**config.mk**
```make
export PLATFORM = sky130hd
export DESIGN_NAME = sig_misr
export DESIGN_NICKNAME = d
export VERILOG_FILES = /design/src/rtl/sig_chk_pkg.sv /design/src/rtl/sig_misr.sv
export SDC_FILE = /design/constraint.sdc
export NUM_CORES = 1
export LEC_CHECK = 0
export ABC_AREA = 1
export ABC_CLOCK_PERIOD_IN_PS = 1100
export BUFFER_PORTS_ARGS = -buffer_cell sky130_fd_sc_hd__buf_2
export CAP_MARGIN = 40
export CORE_AREA = 2 2 154 156
export CTS_BUF_LIST = sky130_fd_sc_hd__clkbuf_16
export DETAILED_ROUTE_END_ITERATION = 8
export DIE_AREA = 0 0 156 158
export GPL_TIMING_DRIVEN = 0
export SLEW_MARGIN = 20
export SYNTH_ARGS = -nofsm -noshare
export SYNTH_HDL_FRONTEND = slang
export SYNTH_SLANG_ARGS = --single-unit
```
**constraint.sdc**
```tcl
create_clock -name clk -period 1.1 [get_ports clk]
set_clock_uncertainty 0.05 [all_clocks]
set_input_delay 0.22 -clock clk [delete_from_list [all_inputs] [get_ports clk]]
set_output_delay 0.22 -clock clk [all_outputs]
set_load 0.01 [all_outputs]
```
**src/rtl/sig_chk_pkg.sv**
```systemverilog
// Shared types and helpers for the output signature checker.
package sig_chk_pkg;
  typedef enum logic [1:0] {IDLE, RUN, CMP} state_e;

  localparam logic [31:0] POLY_DEF   = 32'h04C11DB7;
  localparam logic [31:0] SEED_DEF   = 32'hFFFFFFFF;
  localparam int          FOLD_MAX_W = 1024;
  localparam int          SIG_MAX_W  = 64;

  // Bit i of the zero-padded vector lands in result bit (i mod sig_w).
  // This XORs all sig_w-wide chunks together. sig_w is constant at every
  // call site, so the whole loop reduces to a fixed XOR tree.
  function automatic logic [SIG_MAX_W-1:0] fold_xor(input logic [FOLD_MAX_W-1:0] d,
                                                    input int sig_w);
    logic [SIG_MAX_W-1:0] r;
    r = '0;
    for (int i = 0; i < FOLD_MAX_W; i++)
      r[6'(i % sig_w)] = r[6'(i % sig_w)] ^ d[10'(i)];
    return r;
  endfunction
endpackage

```
**src/rtl/sig_misr.sv**
```systemverilog
// Folds one data word into SIG_W bits and performs one MISR step per enabled cycle.
module sig_misr
  import sig_chk_pkg::*;
#(
  parameter int              DATA_W = 330,
  parameter int              SIG_W  = 32,
  parameter logic [SIG_W-1:0] POLY  = SIG_W'(POLY_DEF),
  parameter logic [SIG_W-1:0] SEED  = SIG_W'(SEED_DEF)
) (
  input  logic              clk,
  input  logic              rst,
  input  logic              load,
  input  logic              step,
  input  logic [DATA_W-1:0] data,
  output logic [SIG_W-1:0]  sig,
  output logic [SIG_W-1:0]  sig_nxt
);
  logic [SIG_W-1:0] f;
  logic [SIG_W-1:0] stepped;

  always_comb begin
    f       = SIG_W'(fold_xor(FOLD_MAX_W'(data), SIG_W));
    stepped = {sig[SIG_W-2:0], 1'b0} ^ (sig[SIG_W-1] ? POLY : '0) ^ f;
    sig_nxt = load ? SEED : (step ? stepped : sig);
  end

  always_ff @(posedge clk) begin
    if (rst) sig <= SEED;
    else     sig <= sig_nxt;
  end
endmodule

```
==> results of run 1 <==
==> critical path: stages, from the launching register on <==
cell and delay (ns):
dfxtp_2 0.32, buf_6 0.13, inv_8 0.07, buf_8 0.12, nand2_2 0.05, nand2_2 0.08
nand2_2 0.06, nand2_2 0.10, buf_6 0.11
==> repair_timing <==
item | CTS | global route
setup endpoints to repair | 57 | 52
gates resized for setup | 110 | 70
endpoints found under the hold margin | 0 | 0
gates cloned | 2 | 0
buffers inserted | 12 | 14
pin swaps | 17 | 21
==> cell type report <==
type | instances | share of cell area [%]
sequential | 32 | 21.49
clock inverter | 3 | 0.7164
buffer | 17 | 5.354
tap | 290 | 10.94
inverter | 17 | 2.225
timing repair buffer | 94 | 22.74
multi-input combinational | 167 | 32.77
clock buffer | 5 | 3.771
==> per-layer routing <==
layer / GRT usage [%] / wire length [um] / vias to the layer above
met1: 6.816 / 3041 / 903
li1: - / - / 958
met2: 9.692 / 3526 / 80
met5: 0 / 0 / -
met4: 2.097 / 176 / 0
met3: 2.272 / 667 / 12
==> logic make-up after synthesis <==
logic type | after synthesis | share of synthesized area [%]
AND/OR/NAND/NOR | 154 | 41.05
buffers and inverters | 35 | 12.89
flip-flops | 32 | 39.51
AO/OA/AOI/OAI | 13 | 6.559
==> worst paths after layout <==
path | startpoint | depth (start not counted) | slack, ns | endpoint
worst max-delay path | sig[31] | 8 | -0.51 | sig_nxt[8]
worst min-delay path | rst | 3 | 0.15 | sig[17]
worst max register to register | sig[31] | 8 | -0.06 | sig[7]
worst min register to register | sig[20] | 2 | 0.44 | sig[20]
==> power groups by stage <==
stage	clock network (W)	logic [W]	registers (W)
after global routing	0.00150	0.000953	0.00127
after CTS	0.00145	0.000737	0.00127
final	0.00143	0.000877	0.00127
after global placement	0	0.000575	0.00129
after detailed placement	0	0.000578	0.00129
after floorplan	0	0.000338	0.00130
==> stage by stage <==
stage	TNS [ns]	util (%)	area [um^2]	power (W)
after detailed placement	-5.347	10.16	2341	0.001867
after global placement	-5.126	10.16	2341	0.001864
final	-8.478	14.39	3318	0.003570
after global routing	-10.85	14.39	3318	0.003731
after floorplan	-0.1879	-	1648	0.001634
after CTS	-8.642	12.80	2952	0.003453
==> layout by cell type, fill, tap and decap left out, types with 4 or more instances in the layout <==
| cell type | synthesis | layout |
|---|---|---|
| nand2_4 | 0 | 11 |
| nand2_1 | 103 | 45 |
| buf_2 | 6 | 38 |
| inv_1 | 14 | 14 |
| dfxtp_2 | 0 | 19 |
| buf_8 | 0 | 4 |
| dfxtp_4 | 0 | 13 |
| nand4_1 | 19 | 19 |
| a21oi_2 | 11 | 11 |
| buf_4 | 3 | 29 |
| nand2_2 | 0 | 47 |
| clkbuf_16 | 0 | 5 |
| nand3_2 | 0 | 18 |
| nand3_1 | 32 | 12 |
| buf_6 | 7 | 36 |
==> summary.md, run 1 <==
| Metric | Value |
|---|---|
| Grt total ovfl | 0 |
| Sequential share of the synthesized area | 39.51% |
| Pre-antenna DRT Iters | 4 |
| Syn Nets | approximately 570 |
| Longest Clk Path Bufs | 2 |
| RSZ-0062 raised after global routing | yes |
| CTS sink count | 32 |
| Core ar. | 23050 um^2 |
| FF+latch area | 713.2 um^2 |
| Crit path DAT | ~1.3 ns |
| Core Rows | 56 |
| Hold_ws | 0.1483 ns |
| Placed cells | between 500 and 600 |
| Die area | about 25000 um^2 |
| Yosys reg bits | 32 |
| Worst slew pin tran | between 0.4 and 0.5 ns |
| Worst Setup Start Kind | flop |
| Detailed placer's ending HPWL | 5.282 mm |
| Synth cell count leaders | nand2_1, dfxtp_1, nand3_1 |
| Switching power | approximately 0.0011 W |
| # setup viols final | 36 |
| PwrDens | 1076 nW/um^2 |
| I/O Buffers | 66 |
| Largest net degree at the start of global routing | 20 |
| CTS H-tree depth | 2 |
| I/O pins | 398 |
| Die Height | 158 um |
| Most flops, register | sig |
| Area of the mapped netlist | ~1600 um^2 |
| Clk slew on worst S/H paths | roughly 0.06 ns |
| Top Registers | sig: 32 flops |
| Post-cts hold buffer count | 0 |
| Max Clk Rate | 0.6226 GHz |
| Vias in the first global route | about 2000 |
| Slew HR | ~70% |
| CTS tree | done |
| Cells after synthesis | around 230 |
| Initial Util | under 10% |
| Hold Path Class | in2reg |
| Seq pwr share | a little over a third |
| Max Cap Viol | 0 |
| Critical Path RT | about 0.83 ns |
| CP Max Fanout | 5 |
| CP endpoint kind | output port |
| Drc violations | 0 |
| Sw Ratio | approximately a third |
| Antenna diodes | 0 |
| Initial antenna violation count | 0 |
| Area contributors post-synth | dfxtp_1, nand2_1, nand3_1 |
| Wirelength, routed | about 7.4 mm |
| FILL cells | 2583 |
| Synth area leader | dfxtp_1 |
| Nets | 668 |
| CTS buffer count | 5 |
| Avg Cell Area, Syn | ~6.9 um^2 |
| LEAKAGE | approximately 1.4 nW |
| GRT Total Usage | under 10% |
| Int Power | about 0.0024 W |
| Remaining antenna violation count | 0 |
| Initial drt markers | 56 |
| Post-synthesis async set-or-reset flop share | 0% |
| DP Worst Slack | -0.3101 ns |
| Library cells used by synthesis | 14 |
| First-pass GRT wire length | roughly 11 mm |
| Yosys Warn Count | 0 |
| RD Place Congestion | around 0.78 |
| Clk_lat worst skew | 0.29 ns |
| Comb pwr share | 24.6% |
| Area of the multi-input gates | between 1000 and 1500 um^2 |
| Final Hold Vio Count | 0 |
| Die width | between 150 and 200 um |
| Clock network power share | 39.9% |
| Area growth syn-to-layout | 104.6% |
| Non-Filler Instances | ~630 |
| Setup CP Type | reg2out |
| Post-synth EDFFs | 0 |
| Setup slack after layout | -0.5061 ns |
| Top_reg_cell synth | dfxtp_1 |
| Failing checks | setup timing |
| Routed vias | slightly below 2000 |
| Min cycle time layout | roughly 1.6 ns |
| Worst VDD drop | a little over 0.9 mV |
| CTS root buffer | clkbuf_16 |
| Slew Viols, Final | 0 |
| Largest register FFs | 32 |
| Layout cells sized above 1 | a little over 70% |
| DR vias/cell | between 3 and 4 |
| Synth top area share | 39.51% |
| Part of the cycle the worst path needs | 146.0% |
| Status | complete, but fails checks |
| Routed WL per cell | about 12 um |
| Most instantiated library cell after synthesis | nand2_1 |
No activity file was read; power rests on OpenSTA's default activity.
==> run 2: changes to the inputs <==
--- a/config.mk
+++ b/config.mk
@@ -7,13 +7,15 @@
 export LEC_CHECK = 0
 export ABC_AREA = 1
 export ABC_CLOCK_PERIOD_IN_PS = 1100
-export BUFFER_PORTS_ARGS = -buffer_cell sky130_fd_sc_hd__buf_2
 export CAP_MARGIN = 40
-export CORE_AREA = 2 2 154 156
+export CORE_AREA = 2 2 153 155
 export CTS_BUF_LIST = sky130_fd_sc_hd__clkbuf_16
 export DETAILED_ROUTE_END_ITERATION = 8
-export DIE_AREA = 0 0 156 158
+export DIE_AREA = 0 0 155 157
+export DONT_BUFFER_PORTS = 1
 export GPL_TIMING_DRIVEN = 0
+export MAX_ROUTING_LAYER = met4
+export RECOVER_POWER = 100
 export SLEW_MARGIN = 20
 export SYNTH_ARGS = -nofsm -noshare
 export SYNTH_HDL_FRONTEND = slang
==> run 2 against run 1 <==
The flow still finishes with violations (setup timing). Register-to-register slack got worse by 0.10 ns. Clock power barely moved. Routed wire length is 1.1% lower. Critical path depth down 1. Maximum frequency rose by 2.0%. Sequential power increased by 3%. Clock-buffer cell count stayed put. Global-route usage about the same. Cell area down 18%. Power shrank 6.1%. Largest power group unchanged. Highest routed layer unchanged.
==> summary.md, run 2 (synthesized netlist as in run 1, its figures left out) <==
| Metric | Value |
|---|---|
| Pre-antenna DRT Iters | 4 (unchanged) |
| CTS root buffer | clkbuf_16 |
| Die width | 155 um (-0.64%) |
| Global routing usage on met2 | 8.847% (-0.85 points) |
| Area growth syn-to-layout | 68.75% |
| Worst path max stage delay | 0.37 ns (+0.05 ns) |
| Tot Pwr | 0.003352 W (-6.1%) |
| Crit path DAT | 1.30 ns (-0.04 ns) |
| Setup slack after layout | -0.4747 ns (+0.03140 ns) |
| CP endpoint kind | output port |
| Slew Viols, Final | 0 (unchanged) |
| HP Start | load |
| Critical path origin | sig[31] |
| Status | complete, but fails checks |
| R2r setup slk | -0.16 ns (-0.10 ns) |
| Worst R2R Start | sig[31] |
| Met3 Use GR | 2.285% (+0.013 points) |
| Commonest non-fill, non-tap cells in the layout | nand2_2, nand2_1, nand4_1 |
| RSZ-0062 raised after global routing | yes |
| Nets | 589 (-12%) |
| Clk_lat worst skew | 0.29 ns (about the same) |
| Slew HR | 61.87% (-7.7 points) |
| Max Cap Viol | 0 (unchanged) |
| Failing checks | setup timing |
| CP Max Fanout | 6 (+1) |
| Grt total ovfl | 0 (unchanged) |
| Critical Path RT | 0.83 ns (about the same) |
| Cell Chain, Critical Path | buf_8, inv_8, clkbuf_16, nand2_2, nand2_2, nand2_2, nand2_4 |
| Initial Util | 7.206% (+0.17 points) |
| PwrDens | 1225 nW/um^2 (+14%) |
| Setup CP Type | reg2out |
| CTS tree | done |
| GRT Total Usage | 5.787% (-0.040 points) |
| Most frequent cell on the critical path | nand2_2 |
| FF+latch area | 675.6 um^2 (-5.3%) |
| Antenna diodes | 0 (unchanged) |
| Longest Clk Path Bufs | 2 (unchanged) |
| Most Crowded Layer GR | met2 |
| First-pass GRT wire length | 10.21 mm (-7.2%) |
| Layout cells sized above 1 | 60.94% (-11 points) |
| LEAKAGE | 1.074 nW (-23%) |
| Core ar. | 22500 um^2 (-2.4%) |
| # setup viols final | 43 (+19%) |
| Largest net degree at the start of global routing | 13 (-35%) |
| DP Worst Slack | -0.2285 ns (+0.08164 ns) |
| Routed vias | 1762 (-9.8%) |
| Max Clk Rate | 0.6350 GHz (+2.0%) |
| Clk slew on worst S/H paths | 0.06 ns (about the same) |
| Routed WL per cell | 13.55 um (+14%) |
| CTS buffer count | 5 (unchanged) |
| DR vias/cell | 3.257 (+4.2%) |
| Commonest non-fill, non-tap cell in the layout | nand2_2 |
| Hold Path Class | in2reg |
| CP max stage cell | dfxtp_4 |
| Worst Setup Start Kind | flop |
| Part of the cycle the worst path needs | 143.2% (-2.9 points) |
| Initial drt markers | 122 (+120%) |
| Die area | 24340 um^2 (-1.3%) |
| Core Rows | 55 (-1.8%) |
| Worst slew pin tran | 0.5720 ns (+0.1160 ns) |
| Initial antenna violation count | 0 (unchanged) |
| Area of the multi-input gates | 1167 um^2 (+7.4%) |
| Met1 usage | 6.980% (+0.16 points) |
| Most flops, register | sig |
| Top Registers | sig: 32 flops |
| Remaining antenna violation count | 0 (unchanged) |
| I/O Buffers | 0 (-100%) |
| Drc violations | 0 (unchanged) |
| CTS sink count | 32 (unchanged) |
| Min cycle time layout | 1.575 ns (-0.03140 ns) |
| Final Hold Vio Count | 0 (unchanged) |
| I/O pins | 398 (unchanged) |
| Vias in the first global route | 1612 (-19%) |
| Worst VDD drop | 0.7657 mV (-17%) |
| FILL cells | 2559 (-0.93%) |
| CTS H-tree depth | 2 (unchanged) |
| Die Height | 157 um (-0.63%) |
| Detailed placer's ending HPWL | 5.412 mm (+2.5%) |
| Worst path bufs/invs | 3 (-1) |
| Wirelength, routed | 7.331 mm (-1.1%) |
| Largest register FFs | 32 (unchanged) |
| CP delay by family, top | flip-flops |
| RD Place Congestion | 0.7802 (-0.17%) |
[run 2: worst reg2reg max path, delay by kind of cell, from the launching register on]
kind	cells	cell delay [ns]
buffers and inverters	4	0.45
and+or+nand+nor	4	0.25
DFF	1	0.39
[run 2: path summary, 6_finish.rpt]
check	end	depth (start not counted)
worst max-delay path	sig_nxt[26]	7
worst min-delay path	sig[2]	2
worst max register to register	sig[26]	8
worst min register to register	sig[25]	2
[run 2: final cells by class]
| type | count | area share (%) |
|---|---|---|
| Buffer | 18 | 6.722 |
| Clock buffer | 5 | 4.572 |
| Clock inverter | 3 | 0.8688 |
| Inverter | 17 | 2.698 |
| Multi-Input combinational cell | 167 | 42.66 |
| Sequential cell | 32 | 24.69 |
| Tap cell | 285 | 13.03 |
| Timing Repair Buffer | 14 | 4.755 |
[run 2: metrics by stage]
| stage | hold slack (ns) | utilization, % | cell area, um^2 | instances | setup TNS (ns) |
|---|---|---|---|---|---|
| 2_1_floorplan | 0.2793 | - | 1648 | 234 | -0.1879 |
| 3_3_place_gp | 0.2868 | 8.907 | 2004 | 519 | -5.412 |
| 3_5_place_dp | 0.3050 | 8.907 | 2004 | 519 | -5.347 |
| 4_1_cts | 0.02016 | 10.68 | 2404 | 528 | -7.122 |
| 5_1_grt | 0.02836 | 12.16 | 2736 | 541 | -10.93 |
| 6_report | 0.03035 | 12.16 | 2736 | 541 | -8.926 |
[run 2: per-layer routing]
layer,vias to the layer above,wire length [um]
met4,0,99
met1,859,2893
met2,78,3619
li1,815,-
met3,10,719
met5,-,0
[run 2: timing repair]
| item | in CTS | in global routing |
|---|---|---|
| gates resized for setup | 88 | 79 |
| gates cloned | 0 | 1 |
| setup buffers | 1 | 12 |
| setup endpoints to repair | 43 | 42 |
| pin swaps | 16 | 32 |
| hold buffers | 0 | 0 |
[run 2: power breakdown]
group | internal (W) | leakage [nW] | total [W] | switching [W]
Clock | 0.000842 | 0.0660 | 0.00142 | 0.000575
Combinational | 0.000224 | 0.748 | 0.000630 | 0.000406
Sequential | 0.00120 | 0.260 | 0.00131 | 0.000105
==> run 3: changes to the inputs <==
--- a/config.mk
+++ b/config.mk
@@ -8,10 +8,10 @@
 export ABC_AREA = 1
 export ABC_CLOCK_PERIOD_IN_PS = 1100
 export CAP_MARGIN = 40
-export CORE_AREA = 2 2 153 155
+export CORE_AREA = 2 2 155 157
 export CTS_BUF_LIST = sky130_fd_sc_hd__clkbuf_16
 export DETAILED_ROUTE_END_ITERATION = 8
-export DIE_AREA = 0 0 155 157
+export DIE_AREA = 0 0 157 159
 export DONT_BUFFER_PORTS = 1
 export GPL_TIMING_DRIVEN = 0
 export MAX_ROUTING_LAYER = met4
==> run 3 against run 2 <==
Combinational power rose by 16%. The flow still finishes with violations (setup timing). Sequential share of layout area fell by 1.7 points. Worst setup slack improved by 0.033 ns. Die area rose by 2.6%. Worst hold slack got worse by 0.030 ns. Routed wire length fell by 2.9%. Non-clock buffer count rose by 3.
==> summary.md, run 3 (synthesized netlist as in run 1, its figures left out) <==
| Metric | Value |
|---|---|
| Status | complete, but fails checks |
| Failing checks | setup timing |
| I/O pins | 398 (unchanged) |
| Drc violations | 0 (unchanged) |
| CTS root buffer | clkbuf_16 |
| Routed WL per cell | 12.32 um (-9.1%) |
| Worst slew pin tran | 0.4238 ns (-0.1482 ns) |
| CTS H-tree depth | 2 (unchanged) |
| Comb pwr share | 20.1% (+1.3 points) |
| Max Cap Viol | 0 (unchanged) |
| Switching power | 0.001108 W (+2.1%) |
| Area growth syn-to-layout | 94.14% |
| Nets | 592 (+0.51%) |
| Vias in the first global route | 1732 (+7.4%) |
| Pre-antenna DRT Iters | 4 (unchanged) |
| Part of the cycle the worst path needs | 140.2% (-3.0 points) |
| Area after DPL | 2047 um^2 (+2.1%) |
| Setup slack after layout | -0.4418 ns (+0.03286 ns) |
| Initial antenna violation count | 0 (unchanged) |
| Worst VDD drop | 0.8809 mV (+15%) |
| First-pass GRT wire length | 10.21 mm (unchanged) |
| Most flops, register | sig |
| Core Rows | 56 (+1.8%) |
| RD Place Congestion | 0.7510 (-3.7%) |
| Routed vias | 1745 (-0.96%) |
| Worst R2R Start | sig[31] |
| R2r setup slk | -0.24 ns (-0.08 ns) |
| Placed cells | 553 (+6.6%) |
| I/O Buffers | 0 (unchanged) |
| CTS sink count | 32 (unchanged) |
| Critical path origin | sig[31] |
| Seq pwr share | 35.8% (-3.1 points) |
| Crit path DAT | 1.27 ns (-0.03 ns) |
| Hold EP | sig[4] |
| Critical Path RT | 0.83 ns (about the same) |
| Commonest non-fill, non-tap cell in the layout | nand2_4 |
| Top Registers | sig: 32 flops |
| Clock network power share | 44.0% (+1.7 points) |
| Clk slew on worst S/H paths | 0.06 ns (about the same) |
| Largest net degree at the start of global routing | 11 (-2) |
| Antenna diodes | 0 (unchanged) |
| Final Hold Vio Count | 0 (unchanged) |
| Setup CP Type | reg2out |
| CTS tree | done |
| HP Start | load |
| PwrDens | 1150 nW/um^2 (-6.1%) |
| Hold Path Depth | 2 (unchanged) |
| Worst Setup Start Kind | flop |
| Slew HR | 71.75% (+9.9 points) |
| Post-cts hold buffer count | 0 (unchanged) |
| FF+latch area | 724.4 um^2 (+7.2%) |
| CTS buffer count | 5 (unchanged) |
| Remaining antenna violation count | 0 (unchanged) |
| # setup viols final | 39 (-9.3%) |
| Detailed placer's ending HPWL | 5.160 mm (-4.6%) |
| Clk_lat worst skew | 0.28 ns (about the same) |
| Area of the multi-input gates | 1433 um^2 (+23%) |
| Largest register FFs | 32 (unchanged) |
| Initial drt markers | 36 (-70%) |
| Core ar. | 23190 um^2 (+3.1%) |
| Non-Filler Instances | 578 (+6.8%) |
| LEAKAGE | 1.194 nW (+11%) |
| Initial Util | 6.992% (-0.21 points) |
| Die Height | 159 um (+1.3%) |
| CP endpoint kind | output port |
| Max Clk Rate | 0.6486 GHz (+2.1%) |
| Wirelength, routed | 7.121 mm (-2.9%) |
| Min cycle time layout | 1.542 ns (-0.03286 ns) |
| Layout cells sized above 1 | 72.97% (+12 points) |
| Die width | 157 um (+1.3%) |
| Hold Path Class | in2reg |
| DR vias/cell | 3.019 (-7.3%) |
| Slew Viols, Final | 0 (unchanged) |
| Fin area | 3148 um^2 (+15%) |
| FILL cells | 2620 (+2.4%) |
| Int Power | 0.002512 W (+11%) |
| CP Max Fanout | 5 (-1) |
| Worst reg2reg path depth | 9 (+1) |
| Longest Clk Path Bufs | 2 (unchanged) |
| Sw Ratio | 30.61% (-1.8 points) |
| RSZ-0062 raised after global routing | yes |
| GRT Total Usage | 5.561% (-0.23 points) |
| Commonest non-fill, non-tap cells in the layout | nand2_4, nand2_2, dfxtp_4 |
| Grt total ovfl | 0 (unchanged) |
| Die area | 24960 um^2 (+2.6%) |
| Worst r2r dst | sig[8] |
run 3: cell types whose count changed in the layout (fill, tap and decap cells not counted), moves of 3 or more:
cell     before  now
nand3_4       6   11
buf_4        14   17
nand2_2      53   37
nand3_1      11    4
dfxtp_1      18    9
nand2_4      15   46
dfxtp_4       7   22
dfxtp_2       7    1
nand2_1      35   20
run 3: worst max path at each step:
stage / endpoint / slack (ns) / cells past startpoint
6_report: sig_nxt[11] / -0.44 / 7
5_1_grt: sig_nxt[7] / -0.51 / 7
4_1_cts: sig_nxt[8] / -0.47 / 7
3_5_place_dp: sig_nxt[8] / -0.22 / 6
3_3_place_gp: sig_nxt[8] / -0.23 / 6
2_1_floorplan: sig_nxt[10] / -0.02 / 6
run 3: final cells by class:
cell class / instances / area share (%)
clock inverters: 3 / 1.232
flip-flops and latches: 32 / 23.01
clock buffers: 5 / 3.975
inverters: 17 / 2.583
well taps: 319 / 12.68
repair buffers: 17 / 4.809
plain buffers: 18 / 6.200
multi-input cells: 167 / 45.51
run 3: power groups by stage:
stage               registers [W]  logic (W)  clock network [W]
floorplan                 0.00130   0.000338                  0
global placement          0.00133   0.000432                  0
detailed placement        0.00133   0.000436                  0
CTS                       0.00128   0.000579            0.00164
global route              0.00131   0.000785            0.00169
finish                    0.00130   0.000729            0.00159
run 3: layer usage:
layer / track usage (%) / up-vias / part of all wire, %
li1: - / 817 / -
met1: 6.433 / 859 / 41
met2: 8.632 / 61 / 50
met3: 2.722 / 8 / 8.3
met4: 1.293 / 0 / 0.94
met5: - / - / 0
run 3: worst max-delay path: stages, from the launching register on:
cell	delay (ns)
dfxtp_4	0.37
buf_6	0.14
clkinv_8	0.08
buf_16	0.15
nand2_4	0.05
nand2_2	0.06
nand2_2	0.07
nand2_2	0.08
run 3: repair_timing:
action / in CTS / in global routing
resized for setup: 135 / 94
cloned: 1 / 0
setup buffers: 8 / 8
pin swaps: 30 / 42
endpoints found under the setup margin: 43 / 45
run 3: stage by stage:
step                      hold WS, ns  setup TNS [ns]  total power (W)  utilization (%)  worst slack (ns)
after global routing         0.001118          -9.921         0.003784            13.57           -0.5098
after CTS                    0.004992          -6.639         0.003501            11.68           -0.4703
after detailed placement       0.2932          -3.214         0.001762            8.826           -0.2236
after floorplan                0.2793         -0.1879         0.001634                -          -0.01948
after global placement         0.2858          -3.143         0.001758            8.826           -0.2251
final                       0.0001085          -7.734         0.003620            13.57           -0.4418
